## config.mk

```make
export PLATFORM = sky130hd
export DESIGN_NAME = rf68000_nic_arb
export DESIGN_NICKNAME = d
export VERILOG_FILES = /design/src/rtl/rf68000_nic_arb.sv
export SDC_FILE = /design/constraint.sdc
export NUM_CORES = 1
export LEC_CHECK = 0
export ABC_CLOCK_PERIOD_IN_PS = 2500
export CAP_MARGIN = 20
export CORE_AREA = 4 4 179 181
export CTS_CLUSTER_DIAMETER = 150
export DETAILED_ROUTE_END_ITERATION = 16
export DIE_AREA = 0 0 183 185
export PLACE_DENSITY = 0.54
export SYNTH_ARGS = -nofsm -noshare
export SYNTH_HDL_FRONTEND = slang
export SYNTH_SLANG_ARGS = --single-unit
export TNS_END_PERCENT = 50
```

## constraint.sdc

```tcl
create_clock -name clk_i -period 2.5 [get_ports clk_i]
set_clock_uncertainty 0.05 [all_clocks]
set_input_delay 0.375 -clock clk_i [delete_from_list [all_inputs] [get_ports clk_i]]
set_output_delay 0.375 -clock clk_i [all_outputs]
set_load 0.1 [all_outputs]
```

## src/rtl/rf68000_nic_arb.sv

```systemverilog
// rf68000_nic_arb -- round-robin arbiter that shares one NIC slave port
// among NREQ local bus requesters, with a watchdog that aborts a bus
// cycle the NIC never terminates.
//
// Ports
//   clk_i, rst_i         clock; asynchronous active-high reset
//   rq_cyc_i/stb_i/we_i  per-requester controls (NREQ bits each)
//   rq_cti_i             per-requester cycle type (3 bits per requester)
//   rq_sel_i             per-requester byte selects (4 bits per requester)
//   rq_adr_i, rq_dat_i   per-requester address / write data (32 bits each)
//   rq_ack/err/rty/vpa_o per-requester terminations
//   rq_dat_o             NIC read data, shared by all requesters
//   n_*_o                request side of the NIC slave port
//   n_ack/err/rty/vpa_i  NIC terminations, n_dat_i NIC read data
//   gnt_o                registered one-hot grant
//   busy_o               arbiter not idle

// One lane per requester: pending detect and termination steering.
module rf68000_nic_arb_lane (
  input  logic cyc,
  input  logic stb,
  input  logic sel,       // this lane owns the current grant
  input  logic busy_st,
  input  logic abort_st,
  input  logic n_ack,
  input  logic n_err,
  input  logic n_rty,
  input  logic n_vpa,
  output logic pend,
  output logic ack,
  output logic err,
  output logic rty,
  output logic vpa
);
  assign pend = cyc & stb;
  assign ack  = busy_st & sel & n_ack;
  // An abort is reported to the owner as a bus error for as long as
  // the owner keeps its cycle open.
  assign err  = sel & ((busy_st & n_err) | abort_st);
  assign rty  = busy_st & sel & n_rty;
  assign vpa  = busy_st & sel & n_vpa;
endmodule

module rf68000_nic_arb #(
  parameter int NREQ = 4,
  parameter int TMO  = 1023
) (
  input  logic              clk_i,
  input  logic              rst_i,
  input  logic [NREQ-1:0]   rq_cyc_i,
  input  logic [NREQ-1:0]   rq_stb_i,
  input  logic [NREQ*3-1:0] rq_cti_i,
  input  logic [NREQ-1:0]   rq_we_i,
  input  logic [NREQ*4-1:0] rq_sel_i,
  input  logic [NREQ*32-1:0] rq_adr_i,
  input  logic [NREQ*32-1:0] rq_dat_i,
  output logic [NREQ-1:0]   rq_ack_o,
  output logic [NREQ-1:0]   rq_err_o,
  output logic [NREQ-1:0]   rq_rty_o,
  output logic [NREQ-1:0]   rq_vpa_o,
  output logic [31:0]       rq_dat_o,
  output logic              n_cyc_o,
  output logic              n_stb_o,
  output logic              n_we_o,
  output logic [2:0]        n_cti_o,
  output logic [3:0]        n_sel_o,
  output logic [31:0]       n_adr_o,
  output logic [31:0]       n_dat_o,
  input  logic              n_ack_i,
  input  logic              n_err_i,
  input  logic              n_rty_i,
  input  logic              n_vpa_i,
  input  logic [31:0]       n_dat_i,
  output logic [NREQ-1:0]   gnt_o,
  output logic              busy_o
);
  localparam int LW = (NREQ > 1) ? $clog2(NREQ) : 1;
  localparam int CW = ($clog2(TMO + 1) > 10) ? $clog2(TMO + 1) : 10;

  typedef enum logic [1:0] {IDLE, BUSY, ABORT, GAP} state_t;

  state_t          state, state_nx;
  logic [LW-1:0]   last;      // current owner while granted, else previous owner
  logic [LW-1:0]   win;
  logic [CW-1:0]   cnt;
  logic [NREQ-1:0] pend;
  logic [NREQ-1:0] gsel;
  logic            any_pend;
  logic            term;
  logic            tmo_hit;
  logic            busy_st;
  logic            abort_st;

  assign any_pend = |pend;
  assign term     = n_ack_i | n_err_i | n_rty_i | n_vpa_i;
  assign tmo_hit  = (cnt == CW'(TMO));
  assign busy_st  = (state == BUSY);
  assign abort_st = (state == ABORT);
  assign busy_o   = (state != IDLE);
  assign rq_dat_o = n_dat_i;

  always_comb begin
    gsel       = '0;
    gsel[last] = 1'b1;
  end

  // Round-robin search from last+1 upward with wrap. Walking offsets
  // from largest to smallest leaves the nearest pending index in win.
  always_comb begin
    win = last;
    for (int i = NREQ; i >= 1; i--) begin
      if (pend[(int'(last) + i) % NREQ])
        win = LW'((int'(last) + i) % NREQ);
    end
  end

  rf68000_nic_arb_lane u_lane [NREQ-1:0] (
    .cyc      (rq_cyc_i),
    .stb      (rq_stb_i),
    .sel      (gsel),
    .busy_st  (busy_st),
    .abort_st (abort_st),
    .n_ack    (n_ack_i),
    .n_err    (n_err_i),
    .n_rty    (n_rty_i),
    .n_vpa    (n_vpa_i),
    .pend     (pend),
    .ack      (rq_ack_o),
    .err      (rq_err_o),
    .rty      (rq_rty_o),
    .vpa      (rq_vpa_o)
  );

  // State register
  always_ff @(posedge clk_i or posedge rst_i) begin
    if (rst_i) state <= IDLE;
    else       state <= state_nx;
  end

  // Next-state logic. Dropping cyc wins over the watchdog, and a
  // termination in the timeout cycle wins over the abort.
  always_comb begin
    state_nx = state;
    case (state)
      IDLE:  if (any_pend) state_nx = BUSY;
      BUSY: begin
        if (!rq_cyc_i[last])     state_nx = GAP;
        else if (!term && tmo_hit) state_nx = ABORT;
      end
      ABORT: if (!rq_cyc_i[last]) state_nx = GAP;
      GAP:   state_nx = IDLE;
      default: state_nx = IDLE;
    endcase
  end

  // Outputs: NIC request side mirrors the owner only in BUSY, so ABORT
  // and GAP both present an idle bus to the NIC.
  always_comb begin
    n_cyc_o = 1'b0;
    n_stb_o = 1'b0;
    n_we_o  = 1'b0;
    n_cti_o = '0;
    n_sel_o = '0;
    n_adr_o = '0;
    n_dat_o = '0;
    if (state == BUSY) begin
      n_cyc_o = rq_cyc_i[last];
      n_stb_o = rq_stb_i[last];
      n_we_o  = rq_we_i[last];
      n_cti_o = rq_cti_i[int'(last)*3 +: 3];
      n_sel_o = rq_sel_i[int'(last)*4 +: 4];
      n_adr_o = rq_adr_i[int'(last)*32 +: 32];
      n_dat_o = rq_dat_i[int'(last)*32 +: 32];
    end
  end

  // Grant, owner index and watchdog
  always_ff @(posedge clk_i or posedge rst_i) begin
    if (rst_i) begin
      gnt_o <= '0;
      last  <= LW'(NREQ - 1);
      cnt   <= '0;
    end else begin
      case (state)
        IDLE: if (any_pend) begin
          gnt_o     <= '0;
          gnt_o[win] <= 1'b1;
          last      <= win;
          cnt       <= '0;
        end
        BUSY: begin
          cnt <= term ? '0 : cnt + 1'b1;
          if (!rq_cyc_i[last]) gnt_o <= '0;
        end
        ABORT: if (!rq_cyc_i[last]) gnt_o <= '0;
        default: ;
      endcase
    end
  end
endmodule

```

==> metrics.txt, run 1 <==
Setup Crit Path Kind reg -> out; Die X 183 µm; Post-Layout Cell Count 1123; Setup TNS Final -1.73 ns; Mapped Cells 369; dpl cell area 9070 µm²; fmax 388 MHz; Setup crit end n_adr_o[25]; grt ovf 0; failing checks negative setup slack; sequential share of the synthesized area 0.116; ys async rst share 1.00; VDD IR max 0.000862 V; drt via density 4.13; post-route antenna net violation count 0; Die ar. 33900 µm²; Synth Flop Type dfrtp_1; Yosys cell types 39; CP startpoint kind flip-flop; r2r startpoint last[0]$_DFFE_PP1P_; Most common cell on crit path buf_12; Final Critical Period 2.58 ns; Syn Nets 712; fin area 9560 µm²; met1 Resource Use GR 0.152; vias post-DR 4642; TritonCTS clock tree done; Ports 461; Initial Util 0.128; final WL 23600 µm; Layout area overhead 146%; Pre-Repair DR Iteration Count 4; yosys warns 0; Hold Path Depth 1; DP Wirelength 20000 µm; CP Max Fanout 8; Min-Delay Startpoint cnt[0]$_DFFE_PP0P_; maximum clock insertion buffer count 2; Final setup viols 51; leakage 3.64 nW; Post-synth EDFFs 0; critical path arrival 2.15 ns; CP required 2.08 ns; reg2reg path depth 6; Die Ht 185 µm; RR Endpoint gnt_o[1]$_DFFE_PP0P_; DR WL/cell 21.0 µm; final estimated routing congestion in global placement 0.914; Clk Latency, worst-skew pair 0.25 ns; RSZ-0062 raised after global routing yes; I/O Buffers 396; fin. max-slew vios 0; Final Core Density 0.314; largest net degree at the start of global routing 38; clock slew at reported path FFs 0.06 ns; Rel. slew slack 0.488; setup ws final -0.0773 ns; FP Rows 64; initial antenna violation count 0; vias in the first global route 5099; worst slew pin tran 0.767 ns; Hold Crit Class reg -> reg; met3 Track Usage GR 0.0505; met2 Resource Use GR 0.225; layout cells sized above 1 0.395; Crit path largest cell delay 0.66 ns; dominant cells by area after synthesis mux4_2 (43%), and2_1 (12%), dfrtp_1 (10%); global-route wire length before repair 32900 µm; R2R Setup Slk 0.21 ns; largest area contributor in the netlist mux4_2; Worst path depth 6; top-area cell type share of the netlist area 0.428; crit-path cells buf_12 > buf_12 > buf_12 > mux4_2 > and2_4 > buf_12; status complete, but fails checks; DP Cell Count 1102; clock root cell clkbuf_16; Worst Setup SP last[0]$_DFFE_PP1P_; MaxCap Viol Count 0; FF+latch count, synth 18; DRC violations left 0; Post-synth top cells and2_1 (74), mux4_2 (74), buf_4 (48); Fin. Hold Viols 0; WP buf/inv 4; Core Area 30400 µm²; fin crit share 1.03; Num CTS Buffers 3; Initial DRC Count 159; syn avg cell area 10.5 µm²; Fillers 3051; CTS sink count 18; final net count 1070; Cell Area, Synth 3890 µm²; delay-heaviest family, CP flip-flops; gr busiest metal met2; P per Cell Area 1350 nW/µm²; cell with the largest stage delay on the worst path dfstp_4; H-Tree Depth 1; Crit. End Element primary output; gr usage total 0.129
==> cells in the final DEF, fill, tap and decap left out, types with 4 or more instances in the layout <==
master             n
ha_1               8
and3_1            14
dfrtp_1           16
a22o_1             4
clkbuf_16          6
mux4_2            75
nand3_1            6
nor3_1             5
a21oi_1            5
buf_6              5
buf_4             15
nor2b_1            6
clkdlybuf4s50_1  301
inv_1              7
buf_12           102
nand2_1           20
and2_4            68
o21ai_0           12
and2_2             4
o31ai_1            4
nor2_1             5
==> power breakdown <==
group / internal, W / switching (W) / total, W
Sequential: 0.000381 / 0.0000798 / 0.000460
Combinational: 0.00523 / 0.00686 / 0.0121
Clock: 0.000244 / 0.000114 / 0.000358
Total: 0.00585 / 0.00706 / 0.0129
==> cell families after synthesis <==
kind of cell    Yosys count  share of synthesized area
simple gates            139                      0.208
buf+inv                  84                      0.131
mux                      78                      0.443
compound gates           38                     0.0659
flops                    18                      0.116
fa+ha+maj                 9                     0.0289
xor+xnor                  3                    0.00675
==> worst reg2reg max path, delay by kind of cell (launching register included) <==
kind | cells | cell delay, ns
DFF | 1 | 0.66
adders and majority gates | 1 | 0.36
buffers and inverters | 1 | 0.07
AOI/OAI and AO/OA | 4 | 1.10
==> metal layers <==
layer | part of all wire | wire [µm] | vias to the layer above
met5 | 0 | 0 | -
met4 | 0.017 | 394 | 0
met2 | 0.50 | 11700 | 265
li1 | - | - | 2080
met1 | 0.39 | 9080 | 2271
met3 | 0.10 | 2420 | 26
==> flip-flops by register name, summed over array words and instances, names as in the netlist <==
signal  count
cnt        10
gnt_o       4
last        2
state       2
==> timing repair <==
item                                    4_1_cts  5_1_grt
gates resized for setup                      66       15
pin swaps                                     6        0
cloned                                        2        4
buffers inserted                              7        4
endpoints found under the setup margin       66       72
hold buffers                                  0        0
endpoints found under the hold margin         0        0
==> through the flow <==
step | total power, W | setup WS, ns | hold slack (ns)
detailed placement | 0.0117 | 0.113 | 0.447
global placement | 0.0116 | 0.110 | 0.443
global route | 0.0135 | -0.150 | 0.490
finish | 0.0129 | -0.0773 | 0.451
CTS | 0.0128 | -0.142 | 0.455
floorplan | 0.00789 | -0.0478 | 0.262
==> cell type report <==
| cell class | count | area, µm² | area share |
|---|---|---|---|
| timing repair buffer | 429 | 5380 | 0.563 |
| sequential | 18 | 460 | 0.0482 |
| antenna | 1 | 2.50 | 0.000262 |
| multi-input combinational | 267 | 3100 | 0.325 |
| tap | 396 | 495 | 0.0518 |
| clock buffer | 4 | 88.8 | 0.00929 |
| inverter | 8 | 30.0 | 0.00314 |
==> how the worst min path moves through the flow <==
stage,endpoint,slack (ns)
2_1_floorplan,cnt[0]$_DFFE_PP0P_,0.26
3_3_place_gp,cnt[0]$_DFFE_PP0P_,0.44
3_5_place_dp,cnt[0]$_DFFE_PP0P_,0.45
4_1_cts,cnt[0]$_DFFE_PP0P_,0.45
5_1_grt,cnt[6]$_DFFE_PP0P_,0.49
6_report,cnt[0]$_DFFE_PP0P_,0.45
Power figures use the tool's default switching activity.
==> inputs of run 2 (changes only) <==
--- a/config.mk
+++ b/config.mk
@@ -8,7 +8,7 @@
 export ABC_CLOCK_PERIOD_IN_PS = 2500
 export CAP_MARGIN = 20
 export CORE_AREA = 4 4 179 181
-export CTS_CLUSTER_DIAMETER = 150
+export CTS_CLUSTER_SIZE = 28
 export DETAILED_ROUTE_END_ITERATION = 16
 export DIE_AREA = 0 0 183 185
 export PLACE_DENSITY = 0.54
==> results of run 2 <==
Final layout, timing and power as in run 1 (identical DEF).
==> inputs of run 3 (changes only) <==
--- a/config.mk
+++ b/config.mk
@@ -7,12 +7,14 @@
 export LEC_CHECK = 0
 export ABC_CLOCK_PERIOD_IN_PS = 2500
 export CAP_MARGIN = 20
-export CORE_AREA = 4 4 179 181
+export CORE_AREA = 4 4 178 180
 export CTS_CLUSTER_SIZE = 28
 export DETAILED_ROUTE_END_ITERATION = 16
-export DIE_AREA = 0 0 183 185
+export DIE_AREA = 0 0 182 184
 export PLACE_DENSITY = 0.54
+export SKIP_CTS_REPAIR_TIMING = 1
 export SYNTH_ARGS = -nofsm -noshare
 export SYNTH_HDL_FRONTEND = slang
+export SYNTH_HIERARCHICAL = 1
 export SYNTH_SLANG_ARGS = --single-unit
 export TNS_END_PERCENT = 50
==> run 3 against run 2 <==
The run still ends with negative setup slack left. Flip-flop and latch count unchanged. Setup slack improved by 0.0096 ns. Utilization grew 0.77 points. Hold slack improved by 0.011 ns. Sequential power is 1% higher. Die area down 1.1%. Largest cell class unchanged. Largest power group unchanged.
==> metrics.txt, run 3 <==
status complete, but fails checks; failing checks negative setup slack; Largest regs cnt x10, gnt_o x4; Yosys cell types 43; Crit. End Element primary output; fmax 389 MHz; Clk Latency, worst-skew pair 0.25 ns; Hold Crit Class reg -> reg; clock root cell clkbuf_16; DR WL/cell 21.1 µm; Die X 182 µm; ys async rst share 1.00; layout cells sized above 1 0.412; Ports 461; met1 Resource Use GR 0.160; crit-path cells buf_12 > buf_6 > mux4_2 > and2_2 > buf_12; Mapped Cells 364; Post-synth EDFFs 0; largest net degree at the start of global routing 59; Initial Util 0.127; reg2reg path depth 6; Largest Register cnt; top-area cell type share of the netlist area 0.434; Most common cell on crit path buf_12; R2R Setup Slk 0.06 ns; Die Ht 184 µm; post-route antenna net violation count 0; leakage 3.76 nW; fin crit share 1.03; Hold Path Depth 1; VDD IR max 0.000528 V; hold_ws 0.463 ns; DP Wirelength 21600 µm; fin. max-slew vios 0; CP Max Fanout 15; Worst Hold End cnt[3]$_DFFE_PP0P_; met3 Track Usage GR 0.0360; vias in the first global route 4874; gr usage total 0.133; P per Cell Area 1250 nW/µm²; commonest non-fill, non-tap cell in the layout clkdlybuf4s50_1; FF+latch count, synth 18; most common cell in the netlist and2_1; Final setup viols 33; global-route wire length before repair 33800 µm; maximum clock insertion buffer count 2; Fin. Hold Viols 0; Layout area overhead 153%; CP startpoint kind flip-flop; TritonCTS clock tree done; gr busiest metal met2; largest area contributor in the netlist mux4_2; vias post-DR 4670; drt via density 4.02; syn avg cell area 10.6 µm²; final WL 24600 µm; grt ovf 0; dominant cells by area after synthesis mux4_2 (43%), and2_1 (13%), dfrtp_1 (10%); delay-heaviest family, CP flip-flops; met2 Resource Use GR 0.244; final estimated routing congestion in global placement 0.832; MaxCap Viol Count 0; Final Core Density 0.322; Post-synth top cells and2_1 (79), mux4_2 (74), buf_4 (32); CP required 2.08 ns; cell with the largest stage delay on the worst path dfstp_4; r2r startpoint last[0]$_DFFE_PP1P_; worst slew pin tran 0.745 ns; H-Tree Depth 1; Setup Crit Path Kind reg -> out; most frequent cells in the layout clkdlybuf4s50_1 (301), buf_12 (98), mux4_2 (74); Num CTS Buffers 3; Die ar. 33500 µm²; Synth Flop Type dfrtp_1; Rel. slew slack 0.503; sequential share of the synthesized area 0.118; final net count 1110; Final Critical Period 2.57 ns; yosys warns 6; Setup WS pre-CTS -0.290 ns; Core Area 30200 µm²; Min-Delay Startpoint cnt[3]$_DFFE_PP0P_; CTS sink count 18; Initial DRC Count 171; Pre-Repair DR Iteration Count 4; DRC violations left 0; clock slew at reported path FFs 0.05 ns; RSZ-0062 raised after global routing yes; WP buf/inv 3; initial antenna violation count 3; FP Rows 64; Crit path largest cell delay 0.64 ns; RR Endpoint state[1]$_DFFE_PP0P_; max FFs per register 10; Worst Setup SP last[0]$_DFFE_PP1P_; Syn Nets 708; Cell Area, Synth 3840 µm²; critical path arrival 2.14 ns; Setup TNS Final -0.929 ns; setup ws final -0.0677 ns; I/O Buffers 396
==> run 3: changes by cell type after synthesis, sizes merged, moves of 3 or more <==
cell    change
a22o        -3
and2        +5
buf        -11
clkbuf      -5
mux2i       +3
nand2       -3
nand3       -3
nor2        +5
nor2b       +4
o21ai       +3
o31a        -3
or4         +4
==> run 3: final cells by class <==
type,instances,area (µm²)
Multi-Input combinational cell,280,3160
Tap cell,396,495
Sequential cell,18,460
Clock buffer,4,88.8
Antenna cell,1,2.50
Timing Repair Buffer,457,5490
Inverter,6,22.5
Fill cell,3022,20500
==> run 3: worst register-to-register path, delay by kind of cell, from the launching register on <==
kind | cells | cell delay (ns)
muxes | 2 | 0.84
buffers and inverters | 2 | 0.31
AOI/OAI and AO/OA | 1 | 0.31
DFF | 1 | 0.64
and+or+nand+nor | 1 | 0.18
==> run 3: per-stage QoR <==
stage	total power, W	cells	instance area (µm²)
2_1_floorplan	0.00741	364	3920
3_3_place_gp	0.0113	1137	9310
3_5_place_dp	0.0113	1137	9310
4_1_cts	0.0117	1141	9400
5_1_grt	0.0127	1162	9720
6_report	0.0122	1162	9720
==> run 3: kinds of logic after synthesis <==
group	after synthesis	synth area share
simple gates	149	0.229
fa+ha+maj	10	0.0326
flops	18	0.118
buf+inv	66	0.0983
mux	82	0.457
compound gates	37	0.0609
xor+xnor	2	0.00456
==> run 3: worst max-delay path by stage <==
stage,cells past startpoint,end,slack (ns)
2_1_floorplan,5,n_dat_o[26],-0.38
3_3_place_gp,5,state[1]$_DFFE_PP0P_,-0.27
3_5_place_dp,5,state[1]$_DFFE_PP0P_,-0.29
4_1_cts,5,n_dat_o[11],-0.20
5_1_grt,5,n_dat_o[2],-0.11
6_report,5,n_dat_o[2],-0.07
==> run 3: routing by layer <==
layer | routed length (µm) | share of wire | vias up
met5 | 0 | 0 | -
met4 | 165 | 0.0067 | 0
met3 | 1850 | 0.075 | 12
met2 | 13100 | 0.53 | 215
met1 | 9430 | 0.38 | 2272
li1 | - | - | 2171
==> run 3: report_power, final <==
part | switching, W | total (W) | internal (W) | leakage (nW)
Clock | 0.000109 | 0.000353 | 0.000243 | 0.0442
Sequential | 0.0000878 | 0.000466 | 0.000378 | 0.238
Combinational | 0.00640 | 0.0114 | 0.00495 | 3.47
Total | 0.00660 | 0.0122 | 0.00557 | 3.75
